[config.mk]
export PLATFORM = sky130hd
export DESIGN_NAME = param_updown_counter_flat
export DESIGN_NICKNAME = d
export VERILOG_FILES = /design/src/rtl/param_updown_counter_pkg.sv /design/src/rtl/param_updown_counter_if.sv /design/src/rtl/param_updown_counter_updn_next_calc.sv /design/src/rtl/param_updown_counter.sv /design/src/flat_wrapper.sv
export SDC_FILE = /design/constraint.sdc
export NUM_CORES = 1
export LEC_CHECK = 0
export CAP_MARGIN = 20
export CORE_MARGIN = 4
export CORE_UTILIZATION = 52
export CTS_CLUSTER_DIAMETER = 60
export DETAILED_ROUTE_END_ITERATION = 16
export GPL_ROUTABILITY_DRIVEN = 0
export PLACE_DENSITY = 0.75
export RECOVER_POWER = 50
export REMOVE_ABC_BUFFERS = 1
export SLEW_MARGIN = 0
export SYNTH_ARGS = -nofsm -noshare
export SYNTH_HDL_FRONTEND = slang
export SYNTH_SLANG_ARGS = --single-unit
[constraint.sdc]
create_clock -name clk -period 3.9 [get_ports clk]
set_clock_uncertainty 0.05 [all_clocks]
set_input_delay 0.39 -clock clk [delete_from_list [all_inputs] [get_ports clk]]
set_output_delay 0.39 -clock clk [all_outputs]
set_load 0.03 [all_outputs]
[src/rtl/param_updown_counter_pkg.sv]
// Shared encodings for the parametrised up/down counter.
// Mode and direction constants used by the top level and the next-count logic.
package param_updown_counter_pkg;

    localparam logic MODE_WRAP = 1'b0;
    localparam logic MODE_SAT  = 1'b1;

    localparam logic DIR_DOWN  = 1'b0;
    localparam logic DIR_UP    = 1'b1;

endpackage

[src/rtl/param_updown_counter_if.sv]
// Control/status bundle of the parametrised up/down counter.
// master: drives en/load/data/up_down/step/limit/sat_mode/clr_flags; slave: drives out/tc/ovf/unf/at_max/at_min.
interface param_updown_counter_if #(
    parameter int WIDTH  = 8,
    parameter int STEP_W = 4
);

    logic              en;
    logic              load;
    logic [WIDTH-1:0]  data;
    logic              up_down;
    logic [STEP_W-1:0] step;
    logic [WIDTH-1:0]  limit;
    logic              sat_mode;
    logic              clr_flags;
    logic [WIDTH-1:0]  out;
    logic              tc;
    logic              ovf;
    logic              unf;
    logic              at_max;
    logic              at_min;

    modport master (
        output en, load, data, up_down, step, limit, sat_mode, clr_flags,
        input  out, tc, ovf, unf, at_max, at_min
    );

    modport slave (
        input  en, load, data, up_down, step, limit, sat_mode, clr_flags,
        output out, tc, ovf, unf, at_max, at_min
    );

endinterface

[src/rtl/param_updown_counter_updn_next_calc.sv]
// Combinational next-count logic: one step of size s within 0..limit.
// Ports: count, s, limit, up_down, sat_mode in; next_count, ovf_evt, unf_evt out.
module updn_next_calc
    import param_updown_counter_pkg::*;
#(
    parameter int WIDTH = 8
) (
    input  logic [WIDTH-1:0] count,
    input  logic [WIDTH-1:0] s,
    input  logic [WIDTH-1:0] limit,
    input  logic             up_down,
    input  logic             sat_mode,
    output logic [WIDTH-1:0] next_count,
    output logic             ovf_evt,
    output logic             unf_evt
);

    logic [WIDTH:0]   sum;
    logic [WIDTH-1:0] wrap_up;
    logic [WIDTH-1:0] wrap_dn;

    // Extra bit on sum keeps the carry for the compare against limit.
    assign sum = {1'b0, count} + {1'b0, s};

    // True results lie in 0..limit, so modulo-2^WIDTH arithmetic is exact.
    assign wrap_up = count + s - limit - WIDTH'(1);
    assign wrap_dn = count - s + limit + WIDTH'(1);

    always_comb begin
        next_count = count;
        ovf_evt    = 1'b0;
        unf_evt    = 1'b0;
        if (count > limit) begin
            // Limit shrank below the count: re-enter range silently.
            next_count = (up_down == DIR_UP) ? '0 : limit;
        end else if (up_down == DIR_UP) begin
            if (sum <= {1'b0, limit}) begin
                next_count = sum[WIDTH-1:0];
            end else begin
                ovf_evt    = 1'b1;
                next_count = (sat_mode == MODE_SAT) ? limit : wrap_up;
            end
        end else begin
            if (count >= s) begin
                next_count = count - s;
            end else begin
                unf_evt    = 1'b1;
                next_count = (sat_mode == MODE_SAT) ? '0 : wrap_dn;
            end
        end
    end

endmodule

[src/rtl/param_updown_counter.sv]
// Parametrised up/down counter with limit, step, load, wrap/saturate, tc and sticky flags.
// Ports: clk, reset (async active-low), bus (slave side of param_updown_counter_if).
module param_updown_counter
    import param_updown_counter_pkg::*;
#(
    parameter int WIDTH  = 8,
    parameter int STEP_W = 4
) (
    input  logic                   clk,
    input  logic                   reset,
    param_updown_counter_if.slave  bus
);

    logic [WIDTH-1:0] count_q;
    logic             tc_q;
    logic             ovf_q;
    logic             unf_q;
    logic [WIDTH-1:0] step_ext;
    logic [WIDTH-1:0] s;
    logic [WIDTH-1:0] load_val;
    logic [WIDTH-1:0] next_count;
    logic             ovf_evt;
    logic             unf_evt;
    logic             counting;

    assign step_ext = WIDTH'(bus.step);
    assign s        = (step_ext > bus.limit) ? bus.limit : step_ext;
    assign load_val = (bus.data > bus.limit) ? bus.limit : bus.data;
    assign counting = bus.en & ~bus.load;

    updn_next_calc #(
        .WIDTH(WIDTH)
    ) u_calc (
        .count      (count_q),
        .s          (s),
        .limit      (bus.limit),
        .up_down    (bus.up_down),
        .sat_mode   (bus.sat_mode),
        .next_count (next_count),
        .ovf_evt    (ovf_evt),
        .unf_evt    (unf_evt)
    );

    always_ff @(posedge clk or negedge reset) begin
        if (!reset) begin
            count_q <= '0;
            tc_q    <= 1'b0;
            ovf_q   <= 1'b0;
            unf_q   <= 1'b0;
        end else begin
            if (bus.load) begin
                count_q <= load_val;
                tc_q    <= 1'b0;
            end else if (bus.en) begin
                count_q <= next_count;
                tc_q    <= ovf_evt | unf_evt;
            end else begin
                tc_q    <= 1'b0;
            end
            // A new event outranks a clear in the same cycle.
            ovf_q <= (ovf_q & ~bus.clr_flags) | (counting & ovf_evt);
            unf_q <= (unf_q & ~bus.clr_flags) | (counting & unf_evt);
        end
    end

    assign bus.out    = count_q;
    assign bus.tc     = tc_q;
    assign bus.ovf    = ovf_q;
    assign bus.unf    = unf_q;
    assign bus.at_max = (count_q == bus.limit);
    assign bus.at_min = (count_q == '0);

endmodule

[src/flat_wrapper.sv]
// flat-port wrapper written by rule: the top's interface ports become plain ports
module param_updown_counter_flat import param_updown_counter_pkg::*;
#(
    parameter int WIDTH  = 8,
    parameter int STEP_W = 4
)
  (clk, reset, bus_en, bus_load, bus_data, bus_up_down, bus_step, bus_limit, bus_sat_mode, bus_clr_flags, bus_out, bus_tc, bus_ovf, bus_unf, bus_at_max, bus_at_min);
  param_updown_counter_if #(.WIDTH(WIDTH), .STEP_W(STEP_W)) bus_i ();
  input  logic clk;
  input  logic reset;
  input wire logic [$bits(bus_i.en)-1:0] bus_en;
  input wire logic [$bits(bus_i.load)-1:0] bus_load;
  input wire logic [$bits(bus_i.data)-1:0] bus_data;
  input wire logic [$bits(bus_i.up_down)-1:0] bus_up_down;
  input wire logic [$bits(bus_i.step)-1:0] bus_step;
  input wire logic [$bits(bus_i.limit)-1:0] bus_limit;
  input wire logic [$bits(bus_i.sat_mode)-1:0] bus_sat_mode;
  input wire logic [$bits(bus_i.clr_flags)-1:0] bus_clr_flags;
  output wire logic [$bits(bus_i.out)-1:0] bus_out;
  output wire logic [$bits(bus_i.tc)-1:0] bus_tc;
  output wire logic [$bits(bus_i.ovf)-1:0] bus_ovf;
  output wire logic [$bits(bus_i.unf)-1:0] bus_unf;
  output wire logic [$bits(bus_i.at_max)-1:0] bus_at_max;
  output wire logic [$bits(bus_i.at_min)-1:0] bus_at_min;
  assign bus_i.en = bus_en;
  assign bus_i.load = bus_load;
  assign bus_i.data = bus_data;
  assign bus_i.up_down = bus_up_down;
  assign bus_i.step = bus_step;
  assign bus_i.limit = bus_limit;
  assign bus_i.sat_mode = bus_sat_mode;
  assign bus_i.clr_flags = bus_clr_flags;
  assign bus_out = bus_i.out;
  assign bus_tc = bus_i.tc;
  assign bus_ovf = bus_i.ovf;
  assign bus_unf = bus_i.unf;
  assign bus_at_max = bus_i.at_max;
  assign bus_at_min = bus_i.at_min;
  param_updown_counter #(.WIDTH(WIDTH), .STEP_W(STEP_W)) u_core (.clk(clk), .reset(reset), .bus(bus_i));
endmodule
## Word level (Yosys, flattened, before mapping)

Index checks and enable logic that the tools add are counted.

- Divide/modulo/power cells: 0
- Equal/unequal tests: 1
- Mux-type cells: 19
- Bitwise operators: 10
- Reductions and logical operators: 2
- Add/subtract/negate cells: 7
- $lt $le $gt $ge: 5
- Shift-type cells: 0
- $mul: 0

Operator list:

| operator | number |
|---|---|
| 8-bit two-way mux | 11 |
| 8-bit adder | 2 |
| 8-bit > comparator | 2 |
| 8-bit subtractor | 2 |
| 8-bit by 8-bit adder with 9-bit output | 1 |
| 9-bit by 8-bit less-or-equal comparator with 1-bit output | 1 |
| 8-bit by 1-bit adder with 8-bit output, second input constant | 1 |
| 8-bit equality test | 1 |
| 8-bit >= comparator | 1 |
| 4-bit by 8-bit > comparator with 1-bit output | 1 |
| 8-bit logical NOT | 1 |
| 1-bit two-way mux | 8 |
| 8-bit by 1-bit subtractor with 8-bit output, second input constant | 1 |
| 1-bit AND | 5 |
| 1-bit OR | 3 |
| 1-bit NOT | 2 |
| 2-bit nonzero test | 1 |

- Latch bits: 0
- Input port bits: 27
- ROM bits: 0
- Memories kept: 0
- RAM bits: 0
- Output and inout port bits: 13
- Word-level logic and storage cells: 48
- Bits in registers: 11

## Logic depth before layout (Yosys ltp)

Gate-level depths: netlist of the first run.

- Depth after elaboration: 11
- Mapped depth: 22
- Depth with buffers taken out: 22

## Cells and area by module

From an unflattened synthesis of the first run, not the netlist that was laid out.

- Cells, all modules: 434
- Area, all modules: 3387.0 sq um

By module, submodules not included:

| module | area each (sq um) | cells an instance | seq. area each (sq um) | instances |
|---|---|---|---|---|
| updn_next_calc | 2306.0 | 312 | 0.0 | 1 |
| param_updown_counter | 1081.0 | 122 | 275.3 | 1 |

## Worst setup path before layout of the first run

No wires, ideal clock.

- Path type: input-to-reg
- Start: input bus_limit[1]
- End: register u_core.count_q[3], in the netlist u_core.bus.out[3]
- Data required time: 3728 ps
- Stages on the path: 19
- Path buffers: 0
- Arrival time: 5162 ps
- Library setup time: 122 ps
- Slack: -1433 ps
- Cell sequence: inv_1 > ha_1 > nor2b_1 > o21a_1 > o21a_1 > o211ai_1 > o21ai_0 > ha_1 > a21o_1 > a221o_1 > o41ai_1 > xor2_1 > ha_1 > or4_4 > a2111oi_4 > o21ai_4 > mux2_4 > a221o_1 > a32o_1

- Word-level cells in the longest chain between the ends: 11
- Elaborated cells between the ends (all ways): 22
- Those cells by class: add/sub: 7; order compare: 5; mux: 10

Ends and longest elaborated chain:

| item | line | text |
|---|---|---|
| from (decl) | flat_wrapper.sv:16 | `input wire logic [$bits(bus_i.limit)-1:0] bus_limit;` |
| 4-bit by 8-bit > comparator with 1-bit output | param_updown_counter.sv:27 | `assign s = (step_ext > bus.limit) ? bus.limit : step_ext;` |
| 8-bit two-way mux | param_updown_counter.sv:27 |  |
| 8-bit subtractor / 8-bit adder (equally long branches) | param_updown_counter_updn_next_calc.sv:27, param_updown_counter_updn_next_calc.sv:45, param_updown_counter_updn_next_calc.sv:26 |  |
| 8-bit adder / 8-bit subtractor (equally long branches) | param_updown_counter_updn_next_calc.sv:27, param_updown_counter_updn_next_calc.sv:26 |  |
| 8-bit by 1-bit adder with 8-bit output / 8-bit by 1-bit subtractor with 8-bit output (equally long branches) | param_updown_counter_updn_next_calc.sv:27, param_updown_counter_updn_next_calc.sv:26 |  |
| 8-bit two-way mux (on tied branches) | param_updown_counter_updn_next_calc.sv:48, param_updown_counter_updn_next_calc.sv:41 |  |
| 8-bit two-way mux (on tied branches) | param_updown_counter_updn_next_calc.sv:44, param_updown_counter_updn_next_calc.sv:37 |  |
| 8-bit two-way mux | param_updown_counter_updn_next_calc.sv:36 | `end else if (up_down == DIR_UP) begin` |
| 8-bit two-way mux | param_updown_counter_updn_next_calc.sv:33 | `if (count > limit) begin` |
| 8-bit two-way mux | param_updown_counter.sv:54 | `end else if (bus.en) begin` |
| 8-bit two-way mux (*) | param_updown_counter.sv:51 | `if (bus.load) begin` |
| to (signal assigned) | param_updown_counter.sv:52 | `count_q <= load_val;` |
| to (signal assigned) | param_updown_counter.sv:55 | `count_q <= next_count;` |
| to (decl) | param_updown_counter.sv:14 | `logic [WIDTH-1:0] count_q;` |

Every way passes the cells marked *; elsewhere a longest branch is shown, timed or not. The select of a mux whose other input is x is not followed.
A chain may end at the register's enable or synchronous reset.

## Final worst setup path of the first run

Ends and elaborated chain as after synthesis.

==> impl_metrics.csv, run 1 <==
group,metric,value,unit
setup_path,r2r_cells,15,
global_routing,grt_overflow,0,
logic_synthesis,syn_area_per_cell,7.81,um^2
placement,port_buffers,39,
cells_and_area,area_delta_synth_final,48.2,%
placement,dpl_worst_slack,-1.81,ns
clock_network,cts_tree,"built",
sta,holdWs,0.468,ns
sta,worst_pin_slew,0.973,ns
logic_synthesis,synthTopCellsByCount,"ha_1, inv_1, a21oi_1, o21ai_0, nor2_1",
die,initial_core_util,53.9,%
die,die_width,86.6,um
power,swShare,48.2,%
power,power_frac_seq,5.8,%
setup_path,crit_arrival,4.97,ns
global_routing,grt.total_usage,32.0,%
logic_synthesis,synth_most_common_cell,"ha_1",
drt,routed_wl,12800,um
global_routing,grt_pass1_vias,3751,
logic_synthesis,synthesis.area,3210,um^2
sta,period_share,125,%
global_routing,antenna_found_initial,0,
run_status,violations,"negative setup slack",
placement,hpwl,9480,um
cells_and_area,final_nets,641,
drt,wl_per_cell,20.7,um
drt,vias_per_cell,6.40,
sta,finalSetupViolCount,10,
power,clkPwrFrac,4.2,%
drt,drt_iter0_markers,389,
logic_synthesis,synth-seq-area-share,8.57,%
sta,finalHoldViolations,0,
drt,num_vias,3963,
placement,dpl_cell_area,4270,um^2
power,p_total,0.00286,W
logic_synthesis,synth-main-ff-cell,"dfrtp_1",
clock_network,insertion_delay,0.25,ns
cells_and_area,antennaDiodeCount,0,
logic_synthesis,yosys-top-cells-area,"ha_1, dfrtp_1, fa_1",
clock_network,h-tree-depth,1,
power,p_int,0.00148,W
hold_path,min_path_cells,2,
sta,max_freq,205,MHz
logic_synthesis,ys_seq_elements,11,
clock_network,ctsHoldBuffers,0,
sta,relSlewSlack,34.7,%
logic_synthesis,synth.yosys.warnings,0,
job,max_cap_violations,0,
global_routing,grt_max_degree,19,
drt,drc_errors,0,
die,die_h,86.6,um
logic_synthesis,syn_inst,411,
global_routing,grt_pass1_wl,18600,um
setup_path,rrSetupSlack,-0.01,ns
sta,slew_violations,0,
setup_path,end_kind,"flip-flop",
clock_network,clk_pin_slew,0.06,ns
cells_and_area,layout-drive-gt1-share,29.2,%
logic_synthesis,yosys.area.top_type,"ha_1",
die,io_pins,40,
clock_network,clk_path_buf_depth,2,
power,p_leak,2.23,nW
clock_network,root_buffer,"clkbuf_8",
die,rows,28,
cells_and_area,design_area,4760,um^2
setup_path,r2r_start,"u_core.bus.out[4]",
setup_path,crit_start,"bus_limit[1]",
clock_network,cts.sinks,11,
power,switchingPower,0.00138,W
die,core,5960,um^2
logic_synthesis,yosysUniqueCellTypes,68,
setup_path,critPathLaunchType,"primary input",
logic_synthesis,synthArstFlopShare,100,%
hold_path,min_path_type,"flip-flop to flip-flop",
setup_path,cp_max_fo,8,
die,die_area,7500,um^2
setup_path,timing.rr.end,"u_core.bus.out[3]",
sta,rsz0062_at_grt,"yes",
power,power_density,600,nW/um^2
power,comb_power_share,90.0,%
clock_network,cts_buffers,3,
setup_path,path_class,"primary input to flip-flop",
hold_path,hold_path_end,"u_core.bus.ovf",
logic_synthesis,synth_top_area_share,23.8,%
sta,min_period,4.89,ns
drt,ant_nets,0,
drt,firstDrtPassIters,6,
power,peakVddDrop,0.000372,V
setup_path,critical_path_required,3.98,ns
hold_path,hp-start,"u_core.bus.ovf",
sta,tns,-8.21,ns
run_status,status,"finished with violations",
logic_synthesis,synth_edf_count,0,
sta,fin_ws,-0.987,ns
==> worst max path at each step <==
stage	endpoint	slack (ns)	depth (start not counted)
2_1_floorplan	u_core.bus.out[3]	-1.43	19
4_1_cts	u_core.bus.out[3]	-1.04	23
5_1_grt	u_core.bus.out[3]	-1.13	25
6_report	u_core.bus.out[3]	-0.99	25
3_5_place_dp	u_core.bus.out[3]	-1.81	22
3_3_place_gp	u_core.bus.out[3]	-1.64	22
==> metrics by stage <==
step	utilization, %	cells
final	79.9	619
after global routing	79.9	619
after CTS	75.2	609
after detailed placement	71.8	598
after global placement	71.8	598
after floorplan	-	402
==> cells by family (layout without fill, tap and decap cells) <==
logic type	after synthesis	count (layout)	synth area share, %
XOR/XNOR	17	17	4.64
AND/OR/NAND/NOR	115	115	18.7
adder cells (fa/ha/maj)	69	69	28.7
flip-flops	11	11	8.57
AO/OA/AOI/OAI	131	131	28.5
other	2	8	0.234
multiplexers	12	12	4.13
buffers and inverters	54	181	6.43
==> cell type report <==
class / instances / area [um^2]
Clock buffer: 4 / 45.0
Fill cell: 405 / 1200
Inverter: 39 / 151
Multi-Input combinational cell: 352 / 3030
Tap cell: 75 / 93.8
Timing Repair Buffer: 138 / 1160
Sequential cell: 11 / 275
==> power groups by stage <==
| stage | registers (W) | clock network (W) | logic, W |
|---|---|---|---|
| final | 0.000166 | 0.000120 | 0.00257 |
| after global routing | 0.000167 | 0.000127 | 0.00274 |
| after CTS | 0.000163 | 0.000119 | 0.00227 |
| after detailed placement | 0.000165 | 0 | 0.00212 |
| after global placement | 0.000163 | 0 | 0.00205 |
| after floorplan | 0.000238 | 0 | 0.00120 |
==> metal layers <==
metal	part of all wire [%]	global-route usage [%]	vias to the layer above
met4	6.3	14.6	0
met1	38	40.0	1856
li1	-	-	1790
met3	7.9	5.13	76
met2	47	53.7	241
met5	0	0	-
==> worst max-delay path, cell delays in order <==
cell,delay (ns)
buf_8,0.10
inv_6,0.05
ha_4,0.19
nor2b_4,0.12
o21a_1,0.16
o21a_1,0.17
o211ai_1,0.19
buf_4,0.23
buf_6,0.12
nand2_4,0.05
o21ai_4,0.07
ha_4,0.23
and3b_1,0.16
a221o_1,0.36
buf_4,0.14
nor2_1,0.11
xor2_1,0.11
ha_1,0.32
inv_1,0.06
or4_4,0.52
a21oi_4,0.20
o21ai_4,0.09
mux2_4,0.31
a221o_1,0.32
a32o_1,0.21
==> state kept, by name (all words and copies together) (netlist names) <==
register,cells
u_core.bus.unf,1
u_core.bus.out,8
u_core.bus.tc,1
u_core.bus.ovf,1
==> layout by cell type, fill, tap and decap left out, drive strengths merged, types with 11 or more instances in the layout <==
master,count
nor3,12
o21ai,30
nor2,27
a21oi,28
buf,101
dfrtp,11
clkdlybuf4s50,25
inv,39
ha,61
nand3,11
nand2,22
==> timing repair <==
item / in CTS / in global routing
pin swaps: 28 / 34
gates resized for setup: 49 / 49
endpoints found under the setup margin: 11 / 10
buffers inserted: 8 / 11
Power figures use the tool's default switching activity.
==> inputs of run 2 (changes only) <==
CORE_MARGIN = 2   (was 4)
==> run 2 against run 1 <==
The flow still finishes with violations (negative setup slack); total power shrank 3.3%; design area decreased by 2.3%; sequential power hardly changed; setup slack lost 0.070 ns; first-iteration DRC count grew 9.8%; flip-flop and latch count unchanged; critical endpoint is now u_core.bus.out[4]; highest routed layer unchanged.
==> impl_metrics.csv, run 2 (synthesized netlist as in run 1, its figures left out) <==
group,metric,value,unit
clock_network,clk_pin_slew,0.07,ns
clock_network,h-tree-depth,1,
global_routing,gr-usage-met2,63.5,%
placement,dpl_worst_slack,-1.89,ns
power,peakVddDrop,0.000343,V
global_routing,grt.total_usage,37.1,%
run_status,status,"finished with violations",
cells_and_area,final_nets,634,
sta,max_freq,202,MHz
job,max_cap_violations,0,
drt,ant_nets,0,
cells_and_area,layout-drive-gt1-share,26.3,%
drt,num_vias,3963,
cells_and_area,seq_area,275,um^2
cells_and_area,design_area,4650,um^2
power,p_leak,2.16,nW
hold_path,min_path_type,"flip-flop to flip-flop",
placement,hpwl,9430,um
global_routing,grt_max_degree,19,
setup_path,crit_arrival,5.05,ns
drt,drt_iter0_markers,427,
global_routing,grt_pass1_wl,18900,um
setup_path,path_cells,"buf_8, inv_4, ha_4, nor2b_4, o21a_1, o21a_1, o211ai_1, buf_6, nand2_4, o21ai_2, ha_1, and3b_1, a221o_1, o41ai_2, xor2_1, ha_1, nand2_2, or4_4, a21oi_4, o21ai_4, mux2_4, a221o_1, a22o_1",
sta,fin_ws,-1.06,ns
sta,period_share,127,%
clock_network,cts_buffers,3,
clock_network,cts.sinks,11,
sta,finalHoldViolations,0,
setup_path,cp_top_family,"compound AO/OA/AOI/OAI gates",
global_routing,grt_pass1_vias,3890,
clock_network,insertion_delay,0.25,ns
hold_path,hp-start,"u_core.bus.ovf",
die,die_area,6820,um^2
clock_network,root_buffer,"clkbuf_8",
drt,routed_wl,12700,um
global_routing,busiest_layer,"met2",
global_routing,grtUsageMet3,6.41,%
cells_and_area,multi_input_area,2980,um^2
power,power_density,594,nW/um^2
setup_path,cpPeakStageDelay,0.44,ns
clock_network,ctsHoldBuffers,0,
drt,wl_per_cell,20.8,um
placement,dpl.cell_count,594,
placement,port_buffers,39,
die,rows,28,
setup_path,crit_start,"bus_limit[1]",
sta,slew_violations,0,
die,die_h,82.6,um
die,initial_core_util,53.9,%
cells_and_area,area_delta_synth_final,44.8,%
drt,drc_errors,0,
sta,min_period,4.96,ns
global_routing,met1_usage,43.9,%
sta,worst_pin_slew,0.806,ns
setup_path,critical_path_required,3.99,ns
setup_path,cp_max_fo,8,
run_status,violations,"negative setup slack",
drt,vias_per_cell,6.48,
sta,rsz0062_at_grt,"yes",
drt,firstDrtPassIters,7,
setup_path,end_kind,"flip-flop",
setup_path,critPathLaunchType,"primary input",
clock_network,cts_tree,"built",
setup_path,cp.buffers_inverters,3,
clock_network,clk_path_buf_depth,2,
sta,holdWs,0.477,ns
cells_and_area,final_util,78.1,%
cells_and_area,final_common_cell,"buf_4",
sta,relSlewSlack,45.9,%
setup_path,crit_path_top_delay_cell,"or4_4",
die,die_width,82.6,um
cells_and_area,layout_common_cells,"buf_4, ha_1, inv_1",
setup_path,path_class,"primary input to flip-flop",
global_routing,antenna_found_initial,0,
placement,dpl_cell_area,4240,um^2
cells_and_area,fin_cells,612,
setup_path,r2r_start,"u_core.bus.out[4]",
sta,finalSetupViolCount,10,
cells_and_area,antennaDiodeCount,0,
cells_and_area,fill_cells,428,
global_routing,grt_overflow,0,
die,core,5960,um^2
die,io_pins,40,
cells_and_area,largest_register_ffs,8,
run 2: path summary, 6_finish.rpt:
kind | endpoint | slack [ns] | cells past startpoint
max in group asynchronous | u_core.bus.ovf | 2.88 | 1
setup reg to reg | u_core.bus.out[4] | -0.09 | 14
hold reg to reg | u_core.bus.ovf | 0.48 | 2
setup / recovery | u_core.bus.out[4] | -1.06 | 23
min in group asynchronous | u_core.bus.out[1] | 0.53 | 1
hold / removal | u_core.bus.ovf | 0.48 | 2
run 2: layout make-up:
class	instances	area share [%]
clock buffer	4	0.969
inverter	39	3.20
multi-input combinational	352	64.2
sequential	11	5.92
tap	75	2.02
timing repair buffer	131	23.7
run 2: where the power goes:
group / internal (W) / switching [W]
combinational: 0.00119 / 0.00128
sequential: 0.000142 / 0.0000226
clock: 0.0000723 / 0.0000538
total: 0.00141 / 0.00135
run 2: metal layers:
metal	part of all wire (%)	up-vias	routed length, um
li1	-	1785	-
met1	37	1794	4690
met2	47	284	5970
met3	8.5	100	1080
met4	7.6	0	963
met5	0	-	0
run 2: repair_timing:
item	4_1_cts	5_1_grt
buffers inserted	11	4
gates resized for setup	55	24
setup endpoints to repair	11	10
pin swaps	28	28
gates cloned	0	0
run 2: per-stage QoR:
stage | power, W | TNS (ns)
after floorplan | 0.00143 | -10.38
after global placement | 0.00220 | -14.19
after detailed placement | 0.00227 | -16.58
after CTS | 0.00255 | -8.52
after global routing | 0.00293 | -10.73
final | 0.00276 | -8.83
run 2: worst min-delay path, cell delays in order (launching register included):
cell,delay [ns]
dfrtp_1,0.33
inv_1,0.05
o32ai_1,0.09
